<file path="src/rtl/frv_ccx_pkg.sv">
// Shared types and helpers for the FazyRV CCX accelerator.
// Build option: FRV_CCX_MUL_EN enables the iterative MULL path.
package frv_ccx_pkg;

  localparam int XLEN = 32;

  typedef enum logic [1:0] {
    OP_REV8 = 2'd0,
    OP_CPOP = 2'd1,
    OP_MINU = 2'd2,
    OP_MULL = 2'd3
  } ccx_op_e;

  typedef enum logic [1:0] {
    ST_IDLE = 2'd0,
    ST_LOAD = 2'd1,
    ST_EXEC = 2'd2,
    ST_RESP = 2'd3
  } ccx_state_e;

  function automatic logic [XLEN-1:0] rev8(input logic [XLEN-1:0] v);
    return {v[7:0], v[15:8], v[23:16], v[31:24]};
  endfunction

  function automatic logic [XLEN-1:0] popcount(input logic [XLEN-1:0] v);
    logic [XLEN-1:0] n;
    n = '0;
    for (int i = 0; i < XLEN; i++) n = n + XLEN'(v[i]);
    return n;
  endfunction

endpackage

</file>
<file path="src/rtl/frv_ccx_mul.sv">
// Iterative multiplier: one CHUNKSIZE-bit slice of b per cycle, low 32 bits kept.
// done is high in the cycle of the final accumulation; prod carries that final sum.
module frv_ccx_mul
  import frv_ccx_pkg::*;
#(
  parameter int CHUNKSIZE = 4
) (
  input  logic            clk_i,
  input  logic            rst_in,
  input  logic            start,
  input  logic [XLEN-1:0] a,
  input  logic [XLEN-1:0] b,
  output logic            done,
  output logic [XLEN-1:0] prod
);

  localparam int NBEATS = XLEN / CHUNKSIZE;
  localparam logic [4:0] LAST = 5'(NBEATS - 1);
  localparam logic [XLEN-1:0] MASK = XLEN'((64'd1 << CHUNKSIZE) - 64'd1);

  logic [4:0]      k_q;
  logic [XLEN-1:0] acc_q;
  logic            run;
  logic [4:0]      shamt;
  logic [XLEN-1:0] chunk;
  logic [XLEN-1:0] sum;

  // k_q is nonzero only while an iteration sequence is in flight
  always_comb begin
    run   = start || (k_q != '0);
    shamt = 5'(k_q * 5'(CHUNKSIZE));
    chunk = (b >> shamt) & MASK;
    sum   = (start ? '0 : acc_q) + ((a * chunk) << shamt);
    done  = run && (k_q == LAST);
    prod  = sum;
  end

  always_ff @(posedge clk_i or negedge rst_in) begin
    if (!rst_in) begin
      k_q   <= '0;
      acc_q <= '0;
    end else if (run) begin
      acc_q <= sum;
      k_q   <= done ? '0 : k_q + 5'd1;
    end
  end

endmodule

</file>
<file path="src/rtl/frv_ccx_unit.sv">
// CCX accelerator: deserializes two operands, runs REV8/CPOP/MINU/MULL, streams result.
// Build option: FRV_CCX_MUL_EN (undefined: sel=3 returns 0 with single-cycle timing).
//
// state | meaning
// IDLE  | waiting for req; captures beat 0 and sel
// LOAD  | collecting operand beats 1..NBEATS-1; req low aborts
// EXEC  | computing result (1 cycle, or NBEATS cycles for MULL)
// RESP  | streaming result chunks, LSB first
module frv_ccx_unit
  import frv_ccx_pkg::*;
#(
  parameter int CHUNKSIZE = 4
) (
  input  logic                 clk_i,
  input  logic                 rst_in,
  input  logic                 ccx_req_i,
  input  logic [1:0]           ccx_sel_i,
  input  logic [CHUNKSIZE-1:0] ccx_rs_a_i,
  input  logic [CHUNKSIZE-1:0] ccx_rs_b_i,
  output logic [CHUNKSIZE-1:0] ccx_res_o,
  output logic                 ccx_resp_o,
  output logic                 busy_o
);

  localparam int NBEATS = XLEN / CHUNKSIZE;
  localparam logic [4:0] LAST = 5'(NBEATS - 1);

  ccx_state_e      state_q, state_d;
  ccx_op_e         op_q;
  logic [XLEN-1:0] a_q, b_q, res_q;
  logic [4:0]      cnt_q;
  logic [4:0]      shamt;
  logic [XLEN-1:0] exec_res;
  logic            exec_done;

`ifdef FRV_CCX_MUL_EN
  logic            mul_start;
  logic            mul_done;
  logic [XLEN-1:0] mul_prod;

  assign mul_start = (state_q == ST_EXEC) && (op_q == OP_MULL) && (cnt_q == '0);

  frv_ccx_mul #(
    .CHUNKSIZE(CHUNKSIZE)
  ) u_mul (
    .clk_i (clk_i),
    .rst_in(rst_in),
    .start (mul_start),
    .a     (a_q),
    .b     (b_q),
    .done  (mul_done),
    .prod  (mul_prod)
  );
`endif

  always_comb begin
    shamt    = 5'(cnt_q * 5'(CHUNKSIZE));
    exec_res = '0;
    case (op_q)
      OP_REV8: exec_res = rev8(a_q);
      OP_CPOP: exec_res = popcount(a_q);
      OP_MINU: exec_res = (a_q < b_q) ? a_q : b_q;
`ifdef FRV_CCX_MUL_EN
      OP_MULL: exec_res = mul_prod;
`endif
      default: exec_res = '0;
    endcase
`ifdef FRV_CCX_MUL_EN
    exec_done = (op_q != OP_MULL) || mul_done;
`else
    exec_done = 1'b1;
`endif
  end

  always_comb begin
    state_d = state_q;
    case (state_q)
      ST_IDLE: if (ccx_req_i) state_d = (NBEATS == 1) ? ST_EXEC : ST_LOAD;
      ST_LOAD: begin
        if (!ccx_req_i)          state_d = ST_IDLE;
        else if (cnt_q == LAST) state_d = ST_EXEC;
      end
      ST_EXEC: if (exec_done) state_d = ST_RESP;
      ST_RESP: if (cnt_q == LAST) state_d = ST_IDLE;
      default: state_d = ST_IDLE;
    endcase
  end

  always_ff @(posedge clk_i or negedge rst_in) begin
    if (!rst_in) state_q <= ST_IDLE;
    else         state_q <= state_d;
  end

  always_ff @(posedge clk_i or negedge rst_in) begin
    if (!rst_in) begin
      op_q  <= OP_REV8;
      a_q   <= '0;
      b_q   <= '0;
      res_q <= '0;
      cnt_q <= '0;
    end else begin
      case (state_q)
        ST_IDLE: if (ccx_req_i) begin
          op_q  <= ccx_op_e'(ccx_sel_i);
          a_q   <= XLEN'(ccx_rs_a_i);
          b_q   <= XLEN'(ccx_rs_b_i);
          cnt_q <= (NBEATS == 1) ? 5'd0 : 5'd1;
        end
        ST_LOAD: begin
          if (!ccx_req_i) begin
            a_q   <= '0;
            b_q   <= '0;
            cnt_q <= '0;
          end else begin
            a_q   <= a_q | (XLEN'(ccx_rs_a_i) << shamt);
            b_q   <= b_q | (XLEN'(ccx_rs_b_i) << shamt);
            cnt_q <= (cnt_q == LAST) ? 5'd0 : cnt_q + 5'd1;
          end
        end
        ST_EXEC: begin
          if (exec_done) begin
            res_q <= exec_res;
            cnt_q <= '0;
          end else begin
            cnt_q <= cnt_q + 5'd1;
          end
        end
        ST_RESP: begin
          // Shifting out leaves res_q at zero once the last chunk is sent
          res_q <= res_q >> CHUNKSIZE;
          cnt_q <= (cnt_q == LAST) ? 5'd0 : cnt_q + 5'd1;
        end
        default: cnt_q <= '0;
      endcase
    end
  end

  assign ccx_resp_o = (state_q == ST_RESP);
  assign ccx_res_o  = ccx_resp_o ? res_q[CHUNKSIZE-1:0] : '0;
  assign busy_o     = (state_q != ST_IDLE);

endmodule

</file>
<file path="config.mk">
export PLATFORM = sky130hd
export DESIGN_NAME = frv_ccx_unit
export DESIGN_NICKNAME = d
export VERILOG_FILES = /design/src/rtl/frv_ccx_pkg.sv /design/src/rtl/frv_ccx_mul.sv /design/src/rtl/frv_ccx_unit.sv
export SDC_FILE = /design/constraint.sdc
export NUM_CORES = 1
export LEC_CHECK = 0
export BUFFER_PORTS_ARGS = -buffer_cell sky130_fd_sc_hd__buf_4
export CAP_MARGIN = 20
export CORE_MARGIN = 3
export CORE_UTILIZATION = 48
export CTS_CLUSTER_SIZE = 10
export DETAILED_ROUTE_END_ITERATION = 8
export GPL_ROUTABILITY_DRIVEN = 1
export PLACE_DENSITY = 0.77
export SLEW_MARGIN = 20
export SYNTH_ARGS = -nofsm -noshare
export SYNTH_HDL_FRONTEND = slang
export SYNTH_SLANG_ARGS = --single-unit
</file>
<file path="constraint.sdc">
create_clock -name clk_i -period 5.3 [get_ports clk_i]
set_clock_uncertainty 0.05 [all_clocks]
set_input_delay 1.06 -clock clk_i [delete_from_list [all_inputs] [get_ports clk_i]]
set_output_delay 1.06 -clock clk_i [all_outputs]
set_load 0.005 [all_outputs]
</file>
# [Yosys cells after proc, flatten, opt, wreduce, memory -nomap -nowiden]
# Cells that the tools add are included.
[op_classes] reduce_logical=8 mux=19 addsub=32 eq_ne=9 order_cmp=1 bitwise=2 shift=2
[ops] operator="one-hot mux 32 bit (2 select lines)" n=3
[ops] operator="two-way mux 32 bit" n=5
[ops] operator="one-hot mux 32 bit (3 select lines)" n=1
[ops] operator="bitwise OR 32 bit" n=2
[ops] operator="left shift 4 x 5 -> 32 bit" n=2
[ops] operator="adder 31 x 1 -> 32 bit" n=1
[ops] operator="< comparator 32 bit" n=1
[ops] operator="adder 30 x 1 -> 31 bit" n=1
[ops] operator="adder 29 x 1 -> 30 bit" n=1
[ops] operator="adder 28 x 1 -> 29 bit" n=1
[ops] operator="adder 27 x 1 -> 28 bit" n=1
[ops] operator="adder 26 x 1 -> 27 bit" n=1
[ops] operator="adder 25 x 1 -> 26 bit" n=1
[ops] operator="adder 24 x 1 -> 25 bit" n=1
[ops] operator="adder 23 x 1 -> 24 bit" n=1
[ops] operator="adder 22 x 1 -> 23 bit" n=1
[ops] operator="adder 21 x 1 -> 22 bit" n=1
[ops] operator="adder 20 x 1 -> 21 bit" n=1
[ops] operator="adder 19 x 1 -> 20 bit" n=1
[ops] operator="one-hot mux 5 bit (4 select lines)" n=1
[ops] operator="adder 18 x 1 -> 19 bit" n=1
[ops] operator="adder 17 x 1 -> 18 bit" n=1
[ops] operator="adder 16 x 1 -> 17 bit" n=1
[ops] operator="adder 15 x 1 -> 16 bit" n=1
[ops] operator="29 further kinds" n=41
[word_totals] inputBits=13 reg_bits=105 elab_cells=79

# [Longest topological paths before layout]
# Gate-level depths: netlist of run 1.
[depth] depth_word=33 mapped_depth=18 ltp_nobuf=18

# [Worst setup path after synthesis of run 1]
# OpenSTA, ideal clock, no wires.
[synth_timing] path_type="register to register" startpoint="register a_q[0]" endpoint="register res_q[4]" stages_incl_launch_ff=19 synth_period_minus_slack_ns=4.949 t_arrival_ns=4.816 path_slack_ns=0.351 t_required_ns=5.167 cell_sequence="dfrtp_1 > inv_1 > fa_1 > fa_1 > fa_1 > fa_1 > fa_1 > fa_1 > inv_1 > ha_1 > inv_1 > fa_1 > inv_1 > a21o_1 > a21oi_1 > xnor2_1 > mux2i_1 > o311a_1 > o22ai_1"
[synth_via] elab_chain_len=33
[synth_lines] item="start, declared" line="frv_ccx_unit.sv:30" text="logic [XLEN-1:0] a_q, b_q, res_q;"
[synth_lines] item="start signal, assigned" line="frv_ccx_unit.sv:105" text="a_q <= XLEN'(ccx_rs_a_i);"
[synth_lines] item="start signal, assigned" line="frv_ccx_unit.sv:115" text="a_q <= a_q | (XLEN'(ccx_rs_a_i) << shamt);"
[synth_lines] item="adder 1 x 1 -> 2 bit" line="frv_ccx_pkg.sv:28" text="for (int i = 0; i < XLEN; i++) n = n + XLEN'(v[i]);"
[synth_lines] item="adder 2 x 1 -> 3 bit" line="frv_ccx_pkg.sv:28"
[synth_lines] item="adder 3 x 1 -> 4 bit" line="frv_ccx_pkg.sv:28"
[synth_lines] item="adder 4 x 1 -> 5 bit" line="frv_ccx_pkg.sv:28"
[synth_lines] item="adder 5 x 1 -> 6 bit" line="frv_ccx_pkg.sv:28"
[synth_lines] item="adder 6 x 1 -> 7 bit" line="frv_ccx_pkg.sv:28"
[synth_lines] item="adder 7 x 1 -> 8 bit" line="frv_ccx_pkg.sv:28"
[synth_lines] item="adder 8 x 1 -> 9 bit" line="frv_ccx_pkg.sv:28"
[synth_lines] item="[17 not listed]"
[synth_lines] item="adder 26 x 1 -> 27 bit" line="frv_ccx_pkg.sv:28"
[synth_lines] item="adder 27 x 1 -> 28 bit" line="frv_ccx_pkg.sv:28"
[synth_lines] item="adder 28 x 1 -> 29 bit" line="frv_ccx_pkg.sv:28"
[synth_lines] item="adder 29 x 1 -> 30 bit" line="frv_ccx_pkg.sv:28"
[synth_lines] item="adder 30 x 1 -> 31 bit" line="frv_ccx_pkg.sv:28"
[synth_lines] item="adder 31 x 1 -> 32 bit" line="frv_ccx_pkg.sv:28"
[synth_lines] item="one-hot mux 32 bit (3 select lines) (*)" line="frv_ccx_unit.sv:59" text="case (op_q)"
[synth_lines] item="one-hot mux 32 bit (2 select lines) (*)" line="frv_ccx_unit.sv:102" text="case (state_q)"
[synth_lines] item="end signal, assigned" line="frv_ccx_unit.sv:122" text="res_q <= exec_res;"
[synth_lines] item="end signal, assigned" line="frv_ccx_unit.sv:130" text="res_q <= res_q >> CHUNKSIZE;"
[synth_lines] item="end, declared" line="frv_ccx_unit.sv:30"
# Every way passes the cells marked *; elsewhere a longest branch is shown, timed or not.
# A chain may end at the register's enable or synchronous reset.

# [Final worst setup path of run 1]
[layout_timing] startpoint="register a_q[17]" endpoint="register res_q[4]"
[layout_via] elab_chain_len=17
[layout_lines] item="adder 17 x 1 -> 18 bit" line="frv_ccx_pkg.sv:28"
[layout_lines] item="adder 18 x 1 -> 19 bit" line="frv_ccx_pkg.sv:28"
[layout_lines] item="adder 19 x 1 -> 20 bit" line="frv_ccx_pkg.sv:28"
[layout_lines] item="adder 20 x 1 -> 21 bit" line="frv_ccx_pkg.sv:28"
[layout_lines] item="adder 21 x 1 -> 22 bit" line="frv_ccx_pkg.sv:28"
[layout_lines] item="adder 22 x 1 -> 23 bit" line="frv_ccx_pkg.sv:28"
[layout_lines] item="adder 23 x 1 -> 24 bit" line="frv_ccx_pkg.sv:28"
[layout_lines] item="adder 24 x 1 -> 25 bit" line="frv_ccx_pkg.sv:28"
[layout_lines] item="adder 25 x 1 -> 26 bit" line="frv_ccx_pkg.sv:28"
[layout_lines] item="adder 26 x 1 -> 27 bit" line="frv_ccx_pkg.sv:28"
[layout_lines] item="adder 27 x 1 -> 28 bit" line="frv_ccx_pkg.sv:28"
[layout_lines] item="adder 28 x 1 -> 29 bit" line="frv_ccx_pkg.sv:28"
[layout_lines] item="adder 29 x 1 -> 30 bit" line="frv_ccx_pkg.sv:28"
[layout_lines] item="adder 30 x 1 -> 31 bit" line="frv_ccx_pkg.sv:28"
[layout_lines] item="adder 31 x 1 -> 32 bit" line="frv_ccx_pkg.sv:28"
[layout_lines] item="one-hot mux 32 bit (3 select lines) (*)" line="frv_ccx_unit.sv:59"
[layout_lines] item="one-hot mux 32 bit (2 select lines) (*)" line="frv_ccx_unit.sv:102"
# Marks and branches as above.

==> results of run 1 <==
cell usage after synthesis (2+ instances only):
| cell | count |
|---|---|
| xor2_1 | 3 |
| o21ai_0 | 40 |
| ha_1 | 39 |
| nand2b_1 | 4 |
| dfrtp_1 | 105 |
| buf_6 | 3 |
| and2_1 | 2 |
| a211oi_1 | 3 |
| a221oi_1 | 2 |
| a22o_1 | 5 |
| mux2i_1 | 21 |
| a21oi_1 | 81 |
| a22oi_1 | 3 |
| fa_1 | 24 |
| o21ai_1 | 28 |
| nor2b_1 | 9 |
| nor3_1 | 9 |
| nand3_1 | 7 |
| xnor2_1 | 3 |
| mux2_2 | 5 |
| clkbuf_1 | 34 |
| nand2_1 | 51 |
| inv_1 | 87 |
| and3_1 | 19 |
| a21o_1 | 4 |
| nand4_1 | 4 |
| a222oi_1 | 12 |
| nor2_1 | 50 |
| a221o_1 | 2 |
| o22ai_1 | 10 |
| o32ai_1 | 8 |
| mux2_4 | 10 |
layout make-up:
| class | instances | area (µm²) | share of cell area (%) |
|---|---|---|---|
| sequential | 105 | 2630 | 36.8 |
| timing repair buffer | 40 | 300 | 4.20 |
| clock inverter | 5 | 32.5 | 0.455 |
| inverter | 87 | 327 | 4.57 |
| multi-input combinational | 467 | 3410 | 47.7 |
| clock buffer | 11 | 233 | 3.26 |
| tap | 172 | 215 | 3.01 |
power groups by stage:
stage	registers [W]	clock network [W]	logic [W]
after floorplan	0.00110	0	0.00208
after global placement	0.00122	0	0.00248
after detailed placement	0.00124	0	0.00258
after CTS	0.00122	0.000626	0.00260
after global routing	0.00126	0.000659	0.00290
final	0.00123	0.000621	0.00265
repair_timing:
action | CTS | global route
pin swaps | 1 | 10
endpoints found under the setup margin | 3 | 4
setup buffers | 0 | 1
hold buffers | 0 | 0
gates resized for setup | 1 | 10
cell usage in the layout (no fill, tap or decap), types with 5 or more instances in the layout:
cell type,netlist,layout
mux2i_1,21,21
mux2_2,5,5
a22o_1,5,5
buf_4,0,40
a21oi_1,81,79
inv_1,87,84
clkbuf_16,0,9
o32ai_1,8,8
mux2_4,10,10
nor2b_1,9,9
nand2_1,51,51
o21ai_1,28,30
o21ai_0,40,38
dfrtp_1,105,105
nor2_1,50,50
nand3_1,7,7
fa_1,24,21
nor3_1,9,7
a222oi_1,12,12
and3_1,19,19
ha_1,39,38
o22ai_1,10,10
path summary, 6_finish.rpt:
path / to / slack (ps) / depth (start not counted)
min reg2reg: res_q[21] / 450 / 2
max: res_q[4] / 110 / 18
min in group asynchronous: cnt_q[3] / 760 / 1
min: res_q[21] / 450 / 2
max reg2reg: res_q[4] / 110 / 18
max in group asynchronous: res_q[1] / 3430 / 2
state kept, by name, indices dropped and copies added, names as in the netlist, named ones only:
register	count
a_q	32
b_q	32
res_q	32
cnt_q	5
op_q	2
state_q	1
through the flow:
stage	instances	setup slack [ps]	TNS (ps)	hold slack (ps)
global route	887	-69.5	-127	477
finish	887	113	0	455
floorplan	696	351	0	406
global placement	870	145	0	423
CTS	886	31.9	0	451
detailed placement	870	3.35	0	436
worst min-delay path, cell delays in order, from the launching register on:
cell and delay (ps):
dfrtp_1 350, a21oi_1 60, o21ai_1 60
per-layer routing:
metal | vias up | wire length [µm]
met5 | - | 0
met4 | 0 | 1020
met3 | 83 | 2090
met2 | 316 | 8580
met1 | 2717 | 7550
li1 | 2433 | -
logic make-up after synthesis:
logic type	count (synthesis)	synth area share [%]
buffers and inverters	124	7.51
xor gates and xnor gates	6	0.809
DFF	105	40.4
muxes	37	6.59
AOI/OAI and AO/OA	205	18.9
and+or+nand+nor	156	10.9
adders and majority gates	63	14.9
==> results.yml, run 1 <==
global_routing:
  grt_use_met1_pct: 35.4
  grt-ovfl-total: 0
  grt_pass1_wl_mm: 30.5
  grt_most_used_layer: "met2"
  use_met3_pct: 7.28
  met2_usage_pct: 41.3
  antenna_found_initial: 0
  grt_util_all_layers_pct: 26.9
  grt_pass1_vias: 5709
  grt_start_max_net_pins: 71
worst_setup_path:
  path_delay_family: "adder cells"
  crit_start: "a_q[17]"
  critPathMostFrequentCell: "fa_1"
  reg2reg_from: "a_q[17]"
  cp_max_fo: 2
  arrival_ps: 5380
  cp_slowest_stage_delay_ps: 590
  crit_type: "reg -> reg"
  path_buf_inv: 4
  start_kind: "flop"
  cp.required_ps: 5490
  slowest_stage: "fa_1"
  cp_cell_sequence: "fa_1 -> inv_1 -> fa_1 -> fa_1 -> fa_1 -> fa_1 -> fa_1 -> inv_1 -> ha_2 -> inv_1 -> fa_2 -> inv_2 -> a21o_1 -> a21oi_2 -> xnor2_1 -> mux2i_1 -> o311a_1 -> o22ai_1"
  end_kind: "flop"
timing:
  finalCriticalPeriod_ps: 5190
  finalMaxSlewViolations: 0
  maxSlewHeadroom_pct: 26.6
  timing.final.crit_share_pct: 97.9
  setup_viol: 0
  hold_violations: 0
  worstMarginPinSlew_ps: 1100
  rsz0062_at_grt: "true"
  fmax_ghz: 0.193
yosys:
  postSynthCellCount: 696
  synth_top_area_share_pct: 40.4
  synth-main-ff-cell: "dfrtp_1"
  syn-cell-area_um2: 6500
  yosysWarnings: 0
  synth.area.top_cells: "dfrtp_1, ha_1, fa_1"
  synth_seq_cells: 105
  avgSynthCellArea_um2: 9.34
  synth_top_area_cell: "dfrtp_1"
  synth_cell_type_count: 41
  async_flop_share_pct: 100
  synth_enable_flop_cells: 0
  syn_nets: 772
  ys_seq_area_share_pct: 40.4
power_and_ir_drop:
  power_frac_comb_pct: 58.8
  vdd_drop_max_mv: 0.499
  leakage_nw: 3.39
  clkPwrFrac_pct: 13.8
  sw_frac_of_total_pct: 46.8
  p_sw_w: 0.00211
  powerDensity_nw_per_um2: 631
  p_seq_share_pct: 27.4
  p_int_w: 0.00240
  finalPower_w: 0.00451
cts:
  cts_made_buffers: 9
  root_buffer: "clkbuf_16"
  cts-htree-levels: 3
  cts_tree: "yes"
  clk_latency_ps: 350
  clock_path_buffers: 2
  cts.clk_slew.worst_paths_ps: 70
  cts.sinks: 105
placement:
  dpl_cell_area_um2: 6850
  hpwl_mm: 13.8
  gp_congestion: 0.917
  portBuffers: 18
hold_path:
  min_from: "res_q[21]"
  hold_path.class: "reg -> reg"
detailed_routing:
  routed_wl_mm: 19.2
  drt-pass1-iter-count: 5
  vias_per_cell: 6.26
  post_drt_wl_per_cell_um: 21.7
  num_vias: 5549
  drt-initial-drc-count: 767
  drc_errors: 0
  ant_nets: 0
finish:
  area_growth_pct: 9.97
  diodes: 0
  nNetsFinal: 786
  drive_above_1_share_pct: 11.5
  stdcell_area_um2: 7150
  fillers: 1143
  final_util_pct: 55.3
die:
  start_util_pct: 50.3
  die_w_um: 122
  chipHeight_um: 122
  die_area_um2: 15000
  design.core.area_um2: 12900
  top_level_ports: 19
  rows: 41
status:
  outcome: "finished clean"
flow_run:
  max-cap-violations: 0
Power figures use the tool's default switching activity.
==> run 2, diff against run 1 <==
ABC_AREA = 1   (was unset)
PLACE_DENSITY = 0.76   (was 0.77)
==> results.yml, run 2 <==
status:
  outcome: "finished clean"
die:
  design.core.area_um2: 14200
  rows: 43
  top_level_ports: 19
  die_w_um: 128
  die_area_um2: 16400
  chipHeight_um: 128
  start_util_pct: 50.3
power_and_ir_drop:
  vdd_drop_max_mv: 0.404
  powerDensity_nw_per_um2: 592
  finalPower_w: 0.00457
  leakage_nw: 4.08
cts:
  clk_latency_ps: 370
  cts.sinks: 105
  root_buffer: "clkbuf_16"
  post_cts_buffers: 0
  cts_made_buffers: 9
  hold_buffers: 0
  cts_tree: "yes"
  clock_path_buffers: 2
  cts.clk_slew.worst_paths_ps: 80
  cts-htree-levels: 3
  cts_resized: 0
global_routing:
  grt_util_all_layers_pct: 27.3
  grt-ovfl-total: 0
  antenna_found_initial: 0
  grt_pass1_wl_mm: 34.0
  grt_pass1_vias: 6162
  grt_start_max_net_pins: 69
hold_path:
  hold_path.class: "reg -> reg"
detailed_routing:
  drt-initial-drc-count: 767
  num_vias: 6311
  drc_errors: 0
  routed_wl_mm: 21.4
  drt-pass1-iter-count: 5
  vias_per_cell: 5.60
  post_drt_wl_per_cell_um: 19.0
  ant_nets: 0
yosys:
  async_flop_share_pct: 100
  syn-cell-area_um2: 7140
  synth_seq_cells: 105
  synth-main-ff-cell: "dfrtp_1"
  yosysWarnings: 0
  synth.area.top_cells: "dfrtp_1, inv_1, nand2_1"
  avgSynthCellArea_um2: 7.57
  syn_nets: 1020
  synth_top_area_share_pct: 36.8
  synth_cell_type_count: 34
  synth_top_area_cell: "dfrtp_1"
  synth_common_cells: "inv_1, nand2_1, dfrtp_1, nand3_1, o22ai_1"
  postSynthCellCount: 944
  synth_enable_flop_cells: 0
  post-synth-top-count-cell: "inv_1"
  ys_seq_area_share_pct: 36.8
timing:
  rsz0062_at_grt: "false"
  finalSetupTns_ps: 0
  setup_viol: 0
  finalMaxSlewViolations: 0
  worstMarginPinSlew_ps: 1050
  hold_violations: 0
  whs_ps: 450
  fmax_ghz: 0.203
  fin_ws_ps: 363
  finalCriticalPeriod_ps: 4940
  maxSlewHeadroom_pct: 30.3
  timing.final.crit_share_pct: 93.2
finish:
  multiInputGateArea_um2: 3520
  top_regs: "a_q x32, b_q x32, res_q x32"
  nNetsFinal: 1017
  drive_above_1_share_pct: 7.82
  final_cell_mix: "inv_1, nand2_1, dfrtp_1"
  fillers: 1390
  stdcell_area_um2: 7720
  layout_commonest_cell: "inv_1"
  diodes: 0
  area_growth_pct: 8.04
  regArea_um2: 2630
placement:
  pre_cts_slack_ps: 426
  hpwl_mm: 15.4
  gp_congestion: 0.962
  portBuffers: 18
  dpl_cell_area_um2: 7390
worst_setup_path:
  cp.required_ps: 5510
  crit_type: "reg -> reg"
  end_kind: "flop"
  start_kind: "flop"
  arrival_ps: 5150
  cp_max_fo: 3
  ff2ff_setup_slack_ps: 360
  cp_slowest_stage_delay_ps: 600
  slowest_stage: "fa_1"
  cp_cell_sequence: "inv_1 -> fa_1 -> fa_1 -> fa_1 -> fa_1 -> fa_1 -> fa_1 -> inv_1 -> ha_1 -> inv_1 -> fa_1 -> inv_1 -> a31oi_1 -> o21ai_0 -> a21oi_1 -> a21oi_1 -> nand2_1 -> nand2_1 -> nand2_1"
  critPathMostFrequentCell: "fa_1"
flow_run:
  max-cap-violations: 0
run 2: cell types whose count changed after synthesis, moves of 17 or more:
cell,previous run,this run
nor2_1,50,25
a21oi_1,81,20
and3_1,19,0
nand2_1,51,202
o21ai_1,28,11
nand3_1,7,82
mux2i_1,21,0
inv_1,87,207
o22ai_1,10,68
run 2: final timing paths:
| kind | from | endpoint | cells past startpoint |
|---|---|---|---|
| max | a_q[11] | res_q[4] | 19 |
| min | res_q[30] | res_q[30] | 2 |
| max reg2reg | a_q[11] | res_q[4] | 19 |
| min reg2reg | res_q[30] | res_q[30] | 2 |
| max in group asynchronous | rst_in | b_q[20] | 2 |
| min in group asynchronous | rst_in | res_q[16] | 1 |
run 2: layout make-up:
cell class | count | share of cell area, %
Multi-Input combinational cell | 583 | 45.6
Sequential cell | 105 | 34.1
Inverter | 212 | 10.3
Clock buffer | 9 | 2.92
Timing Repair Buffer | 30 | 2.92
Tap cell | 180 | 2.92
Clock inverter | 7 | 1.31
run 2: power by group:
| group | internal, W | total, W | switching (W) |
|---|---|---|---|
| Clock | 0.000418 | 0.000748 | 0.000330 |
| Combinational | 0.000815 | 0.00275 | 0.00194 |
| Sequential | 0.000953 | 0.00106 | 0.000112 |
run 2: layer usage:
layer / GRT usage (%) / up-vias / part of all wire (%)
met5: 0 / - / 0
met4: 11.2 / 0 / 3.4
met3: 7.29 / 53 / 10
met2: 39.9 / 311 / 44
met1: 38.4 / 2934 / 43
li1: - / 3013 / -
run 2: metrics by stage:
stage / util (%) / std cells
6_report: 54.3 / 1126
5_1_grt: 54.3 / 1126
4_1_cts: 54.3 / 1126
3_5_place_dp: 52.0 / 1110
3_3_place_gp: 52.0 / 1110
2_1_floorplan: - / 944
run 2: kinds of logic after synthesis:
family	after synthesis	share of synthesized area (%)
buf+inv	256	14.1
fa+ha+maj	63	13.6
xor+xnor	1	0.123
flops	105	36.8
compound gates	159	12.9
simple gates	360	22.5
run 2: worst max-delay path, delay by kind of cell (launching register included):
kind	cells	cell delay, ps
compound gates	4	430
fa+ha+maj	8	3450
buf+inv	4	320
flops	1	390
simple gates	3	180
